--- src/rtl/task_answer_unpacker.sv ---
// ---------------------------------------------------------------------------
// task_answer_unpacker
//
// Buffers packed answer words in a small FIFO and serialises them, least
// significant byte first, into a byte stream for a UART transmitter. The
// last word of a packet only contributes as many bytes as the packet size
// leaves over, so padding bytes are never sent. Words arriving while the
// FIFO is full are dropped and flagged with a sticky overflow bit.
//
// Parameters
//   FIFO_DEPTH  word-buffer depth in entries (power of 2, >= 4)
//   IN_WIDTH    input word width in bits (32)
//
// Ports
//   i_clk                   clock, rising edge
//   i_rst                   asynchronous active-high reset
//   i_answer_valid          input word present this cycle (no backpressure)
//   i_answer_data           packed answer word, byte 0 in bits [7:0]
//   i_answer_last           final word of the packet
//   i_answer_size_in_bytes  packet byte count, used only with a last word
//   o_byte_data             current output byte
//   o_byte_valid            output byte and its flags are valid
//   i_byte_ready            downstream accepts the byte this cycle
//   o_byte_first            byte is the first of a packet
//   o_byte_last             byte is the final byte of a packet
//   o_overflow              sticky: an input word was dropped
//   o_busy                  FIFO non-empty or a word is being unpacked
// ---------------------------------------------------------------------------
module task_answer_unpacker #(
    parameter int FIFO_DEPTH = 16,
    parameter int IN_WIDTH   = 32
) (
    input  logic                i_clk,
    input  logic                i_rst,
    input  logic                i_answer_valid,
    input  logic [IN_WIDTH-1:0] i_answer_data,
    input  logic                i_answer_last,
    input  logic [31:0]         i_answer_size_in_bytes,
    output logic [7:0]          o_byte_data,
    output logic                o_byte_valid,
    input  logic                i_byte_ready,
    output logic                o_byte_first,
    output logic                o_byte_last,
    output logic                o_overflow,
    output logic                o_busy
);

    localparam int AW = $clog2(FIFO_DEPTH);
    localparam int NB = IN_WIDTH / 8;
    localparam int BW = (NB > 1) ? $clog2(NB) : 1;

    typedef enum logic [0:0] {
        IDLE = 1'b0,
        SEND = 1'b1
    } state_t;

    typedef struct packed {
        logic [IN_WIDTH-1:0] data;
        logic                last;
        logic [2:0]          nbytes;
    } entry_t;

    entry_t             mem [FIFO_DEPTH];
    logic [AW:0]        wr_ptr;
    logic [AW:0]        rd_ptr;
    entry_t             head;
    entry_t             wr_entry;
    entry_t             hold;
    logic [NB-1:0][7:0] hold_bytes;
    logic [BW-1:0]      idx;
    state_t             state;
    state_t             state_next;
    logic               first_pending;
    logic               overflow;

    logic               empty;
    logic               full;
    logic               pop;
    logic               accept;
    logic               wr_en;
    logic               drop;
    logic               word_done;
    logic [2:0]         in_nbytes;
    logic               unused_size_bits;

    // Only the low two size bits decide how many bytes the last word carries.
    assign unused_size_bits = ^i_answer_size_in_bytes[31:2];

    // Pointers carry one extra bit so equal indices can mean empty or full.
    assign empty = (wr_ptr == rd_ptr);
    assign full  = (wr_ptr[AW] != rd_ptr[AW]) &&
                   (wr_ptr[AW-1:0] == rd_ptr[AW-1:0]);
    assign head  = mem[rd_ptr[AW-1:0]];

    // Last word: ((size-1) mod 4)+1, which maps size=0 to a full word.
    always_comb begin
        in_nbytes = 3'(NB);
        if (i_answer_last) begin
            in_nbytes = (i_answer_size_in_bytes[1:0] == 2'd0) ?
                        3'd4 : {1'b0, i_answer_size_in_bytes[1:0]};
        end
    end

    assign wr_entry = '{data: i_answer_data, last: i_answer_last, nbytes: in_nbytes};

    assign hold_bytes = hold.data;
    assign word_done  = (3'(idx) == hold.nbytes - 3'd1);

    // A full FIFO still takes a word when the same edge frees an entry.
    assign wr_en = i_answer_valid && (!full || pop);
    assign drop  = i_answer_valid && full && !pop;

    // NOTE: every signal driven here gets a default first, so no path can
    // leave it unassigned and infer a latch.
    always_comb begin
        state_next = state;
        pop        = 1'b0;
        accept     = 1'b0;
        case (state)
            IDLE: begin
                if (!empty) begin
                    pop        = 1'b1;
                    state_next = SEND;
                end
            end
            SEND: begin
                accept = i_byte_ready;
                if (i_byte_ready && word_done) begin
                    // Refill straight from the FIFO so words follow without a gap.
                    if (!empty) begin
                        pop = 1'b1;
                    end else begin
                        state_next = IDLE;
                    end
                end
            end
            default: state_next = IDLE;
        endcase
    end

    // NOTE: sequential state uses non-blocking assignments so every register
    // samples the pre-edge values regardless of statement order.
    always_ff @(posedge i_clk or posedge i_rst) begin
        if (i_rst) begin
            state         <= IDLE;
            wr_ptr        <= '0;
            rd_ptr        <= '0;
            hold          <= '0;
            idx           <= '0;
            first_pending <= 1'b1;
            overflow      <= 1'b0;
        end else begin
            state <= state_next;
            if (wr_en) begin
                wr_ptr <= wr_ptr + 1'b1;
            end
            if (pop) begin
                rd_ptr <= rd_ptr + 1'b1;
                hold   <= head;
                idx    <= '0;
            end else if (accept && !word_done) begin
                idx <= idx + 1'b1;
            end
            // The byte after an accepted packet-final byte opens a new packet.
            if (accept) begin
                first_pending <= o_byte_last;
            end
            if (drop) begin
                overflow <= 1'b1;
            end
        end
    end

    // NOTE: the storage array has no reset; the pointers alone decide which
    // entries are meaningful, so stale contents are never observed.
    always_ff @(posedge i_clk) begin
        if (wr_en) begin
            mem[wr_ptr[AW-1:0]] <= wr_entry;
        end
    end

    // Outputs are decoded from registers only, so they hold while stalled
    // and fall to zero as soon as reset is asserted.
    assign o_byte_valid = (state == SEND);
    assign o_byte_data  = o_byte_valid ? hold_bytes[idx] : 8'h00;
    assign o_byte_first = o_byte_valid && first_pending;
    assign o_byte_last  = o_byte_valid && hold.last && word_done;
    assign o_overflow   = overflow;
    assign o_busy       = (state == SEND) || !empty;

endmodule
--- config.mk ---
export PLATFORM = sky130hd
export DESIGN_NAME = task_answer_unpacker
export DESIGN_NICKNAME = d
export VERILOG_FILES = /design/src/rtl/task_answer_unpacker.sv
export SDC_FILE = /design/constraint.sdc
export NUM_CORES = 1
export LEC_CHECK = 0
export BUFFER_PORTS_ARGS = -buffer_cell sky130_fd_sc_hd__buf_4
export CORE_ASPECT_RATIO = 1.4
export CORE_MARGIN = 2
export CORE_UTILIZATION = 40
export DETAILED_ROUTE_END_ITERATION = 7
export PLACE_DENSITY = 0.57
export SLEW_MARGIN = 20
export SYNTH_ARGS = -nofsm -noshare
export SYNTH_HDL_FRONTEND = slang
export SYNTH_SLANG_ARGS = --single-unit
export TNS_END_PERCENT = 1
--- constraint.sdc ---
create_clock -name i_clk -period 5 [get_ports i_clk]
set_input_delay 0.5 -clock i_clk [delete_from_list [all_inputs] [get_ports i_clk]]
set_output_delay 0.5 -clock i_clk [all_outputs]
set_load 0.05 [all_outputs]
==> impl_metrics.env <==
export IMPL_status="complete, no violations"
export IMPL_vias=11600
export IMPL_netlist_area_leader_share=0.707
export IMPL_numCtsBuffers=57
export IMPL_min_period_ns=3.53
export IMPL_max_clock_freq_ghz=0.283
export IMPL_worst_slew_pin_slew_ns=1.16
export IMPL_grt_max_degree=138
export IMPL_dieArea_um2=63200
export IMPL_drive_gt1_frac=0.276
export IMPL_ant_nets=0
export IMPL_grt_pass1_wl_mm=81.4
export IMPL_place_ws_ns=1.41
export IMPL_detail_route_iter0_violations=815
export IMPL_switching_share=0.314
export IMPL_hold_viol_final=0
export IMPL_initial_core_util=0.404
export IMPL_antenna_found_initial=1
export IMPL_grt_usage=0.180
export IMPL_synthCells=1169
export IMPL_portBuffers=51
export IMPL_final_cell_mix="edfxtp_1, mux4_2, buf_4"
export IMPL_clock_latency_ns=0.61
export IMPL_first_global_vias=12100
export IMPL_rsz0062_at_grt="no"
export IMPL_cp_max_fo=29
export IMPL_seq_power_share=0.423
export IMPL_yosysWarnings=0
export IMPL_cts_tree="done"
export IMPL_clk_pin_slew_worst_paths_ns=0.07
export IMPL_route_detailed_wl_per_inst_um=26.1
export IMPL_routed_wl_mm=55.3
export IMPL_postCtsSetupBuffers=0
export IMPL_arrival_ns=3.76
export IMPL_slew_headroom=0.228
export IMPL_slew_viol_final=0
export IMPL_clock_sinks=627
export IMPL_fin_skew_ns=0.0191
export IMPL_place_congestion=0.774
export IMPL_fin_cells=2115
export IMPL_vias_per_cell=5.46
export IMPL_r2r_cells=6
export IMPL_place_hpwl_mm=31.5
export IMPL_p_leak_nw=9.08
export IMPL_peakVddDrop_mv=0.461
export IMPL_synth_area_leader_cell="edfxtp_1"
export IMPL_overflow=0
export IMPL_tns_ns=0
export IMPL_start_kind="flip-flop"
export IMPL_nFillCells=5060
export IMPL_synth_area_leaders="edfxtp_1, mux4_2, dfrtp_1"
export IMPL_ys_ff_latch=627
export IMPL_hold_class="input port to asynchronous set/reset pin"
export IMPL_fin_nets=1325
export IMPL_r2r_setup_slack_ns=1.47
export IMPL_drtPass1Iterations=6
export IMPL_required_ns=5.24
export IMPL_pwr_share_clk=0.273
export IMPL_setup_ws_ns=1.47
export IMPL_fin_crit_sh=0.706
export IMPL_switchingPower_mw=5.07
export IMPL_syn_mean_instance_area_um2=20.9
export IMPL_cts_path_max_buffers=3
export IMPL_comb_power_share=0.304
export IMPL_cts_max_level=2
export IMPL_dp_cells=2008
export IMPL_syn_to_final_growth_pct=14.4
export IMPL_synthDistinctLibCells=45
export IMPL_cts_resized=0
export IMPL_synth_nets=1244
export IMPL_final_common_cell="edfxtp_1"
export IMPL_synth_area_um2=24500
export IMPL_drv_cap=0
export IMPL_postCtsHoldBufs=0
export IMPL_p_total_mw=16.2
export IMPL_r2r_start="idx[0]"
export IMPL_final_util=0.462
export IMPL_ys_seq_area_frac=0.759
export IMPL_ios=82
export IMPL_setup_viol=0
export IMPL_p_per_area_nw_per_um2=577
export IMPL_cp_end_kind="flip-flop"
export IMPL_antenna_cells=0
export IMPL_startpoint="idx[0]"
export IMPL_p_int_mw=11.1
export IMPL_r2r_end="mem[3][22]"
export IMPL_die_height_um=297
export IMPL_coreArea_um2=60600
export IMPL_drc_errors=0
export IMPL_die_w_um=213
export IMPL_cts_root_buf="clkbuf_16"
export IMPL_row_count=107
export IMPL_crit_type="flip-flop to flip-flop"
stage by stage:
stage / instance area [um^2] / hold slack, ns
2_1_floorplan: 24500 / 0.454
5_1_grt: 28000 / 0.149
3_3_place_gp: 26100 / 0.500
3_5_place_dp: 26100 / 0.497
6_report: 28000 / 0.109
4_1_cts: 28000 / 0.0967
area by class of cell:
class,instances,area (um^2),share of cell area
Clock buffer,76,1620,0.0579
Clock inverter,31,277,0.00988
Inverter,8,30.0,0.00107
Multi-Input combinational cell,465,5690,0.203
Sequential cell,627,18600,0.664
Tap cell,817,1020,0.0365
Timing Repair Buffer,91,771,0.0275
registers in the layout, summed over array words and instances (netlist names):
| signal | count |
|---|---|
| mem | 576 |
| hold_bytes | 32 |
| rd_ptr | 5 |
| wr_ptr | 5 |
| hold | 4 |
| idx | 2 |
| first_pending | 1 |
| o_byte_valid | 1 |
| o_overflow | 1 |
critical path: stages, from the launching register on:
cell	delay, ns
dfrtp_1	0.76
xnor2_1	0.31
o41ai_4	0.36
buf_4	0.26
o31ai_2	0.16
nor3_2	0.64
buf_4	0.64
worst max path at each step:
stage	endpoint	slack [ns]	cells after the start
finish	mem[3][22]	1.47	6
CTS	mem[3][22]	1.40	6
global placement	mem[3][30]	1.46	6
detailed placement	mem[3][23]	1.41	6
global route	mem[3][22]	1.27	6
floorplan	mem[1][0]	0.44	7
power by group through the flow:
stage	logic (mW)	registers [mW]	clock network [mW]
global route	5.27	6.89	4.69
CTS	5.03	6.84	4.50
finish	4.91	6.83	4.41
floorplan	3.54	6.71	0
global placement	4.98	6.93	0
detailed placement	5.01	6.95	0
cells by family (layout without fill, tap and decap cells):
family                   count (synthesis)  after routing  share of synthesized area
AO/OA/AOI/OAI                          129            129                     0.0411
XOR/XNOR                                17             17                    0.00608
adder cells (fa/ha/maj)                  6              6                    0.00307
buffers and inverters                   77            206                     0.0143
flip-flops                             627            627                      0.759
multiplexers                           227            227                      0.157
AND/OR/NAND/NOR                         86             86                     0.0199
synthesized netlist by cell type (all sizes together):
cell type	instances
o21ai	37
xnor2	14
a221oi	2
ha	6
o41ai	2
mux2i	75
o2111ai	2
edfxtp	576
o311a	1
and2	16
o31ai	4
xor2	3
dfstp	1
nor2b	36
a22oi	34
o31a	1
a21o	1
nor2	14
a21oi	2
nand2	4
o211ai	1
a31o	1
inv	8
nand2b	4
mux4	116
a221o	34
a22o	3
clkbuf	34
dfrtp	50
nand4	2
and3	2
nor3	7
buf	35
and4b	1
o311ai	4
mux2	36
metal layers:
layer  share of wire  global-route usage
met5         0.00014                   0
met4           0.025              0.0561
met3           0.048              0.0305
met2            0.51               0.307
met1            0.41               0.236
No activity file was read; power rests on OpenSTA's default activity.
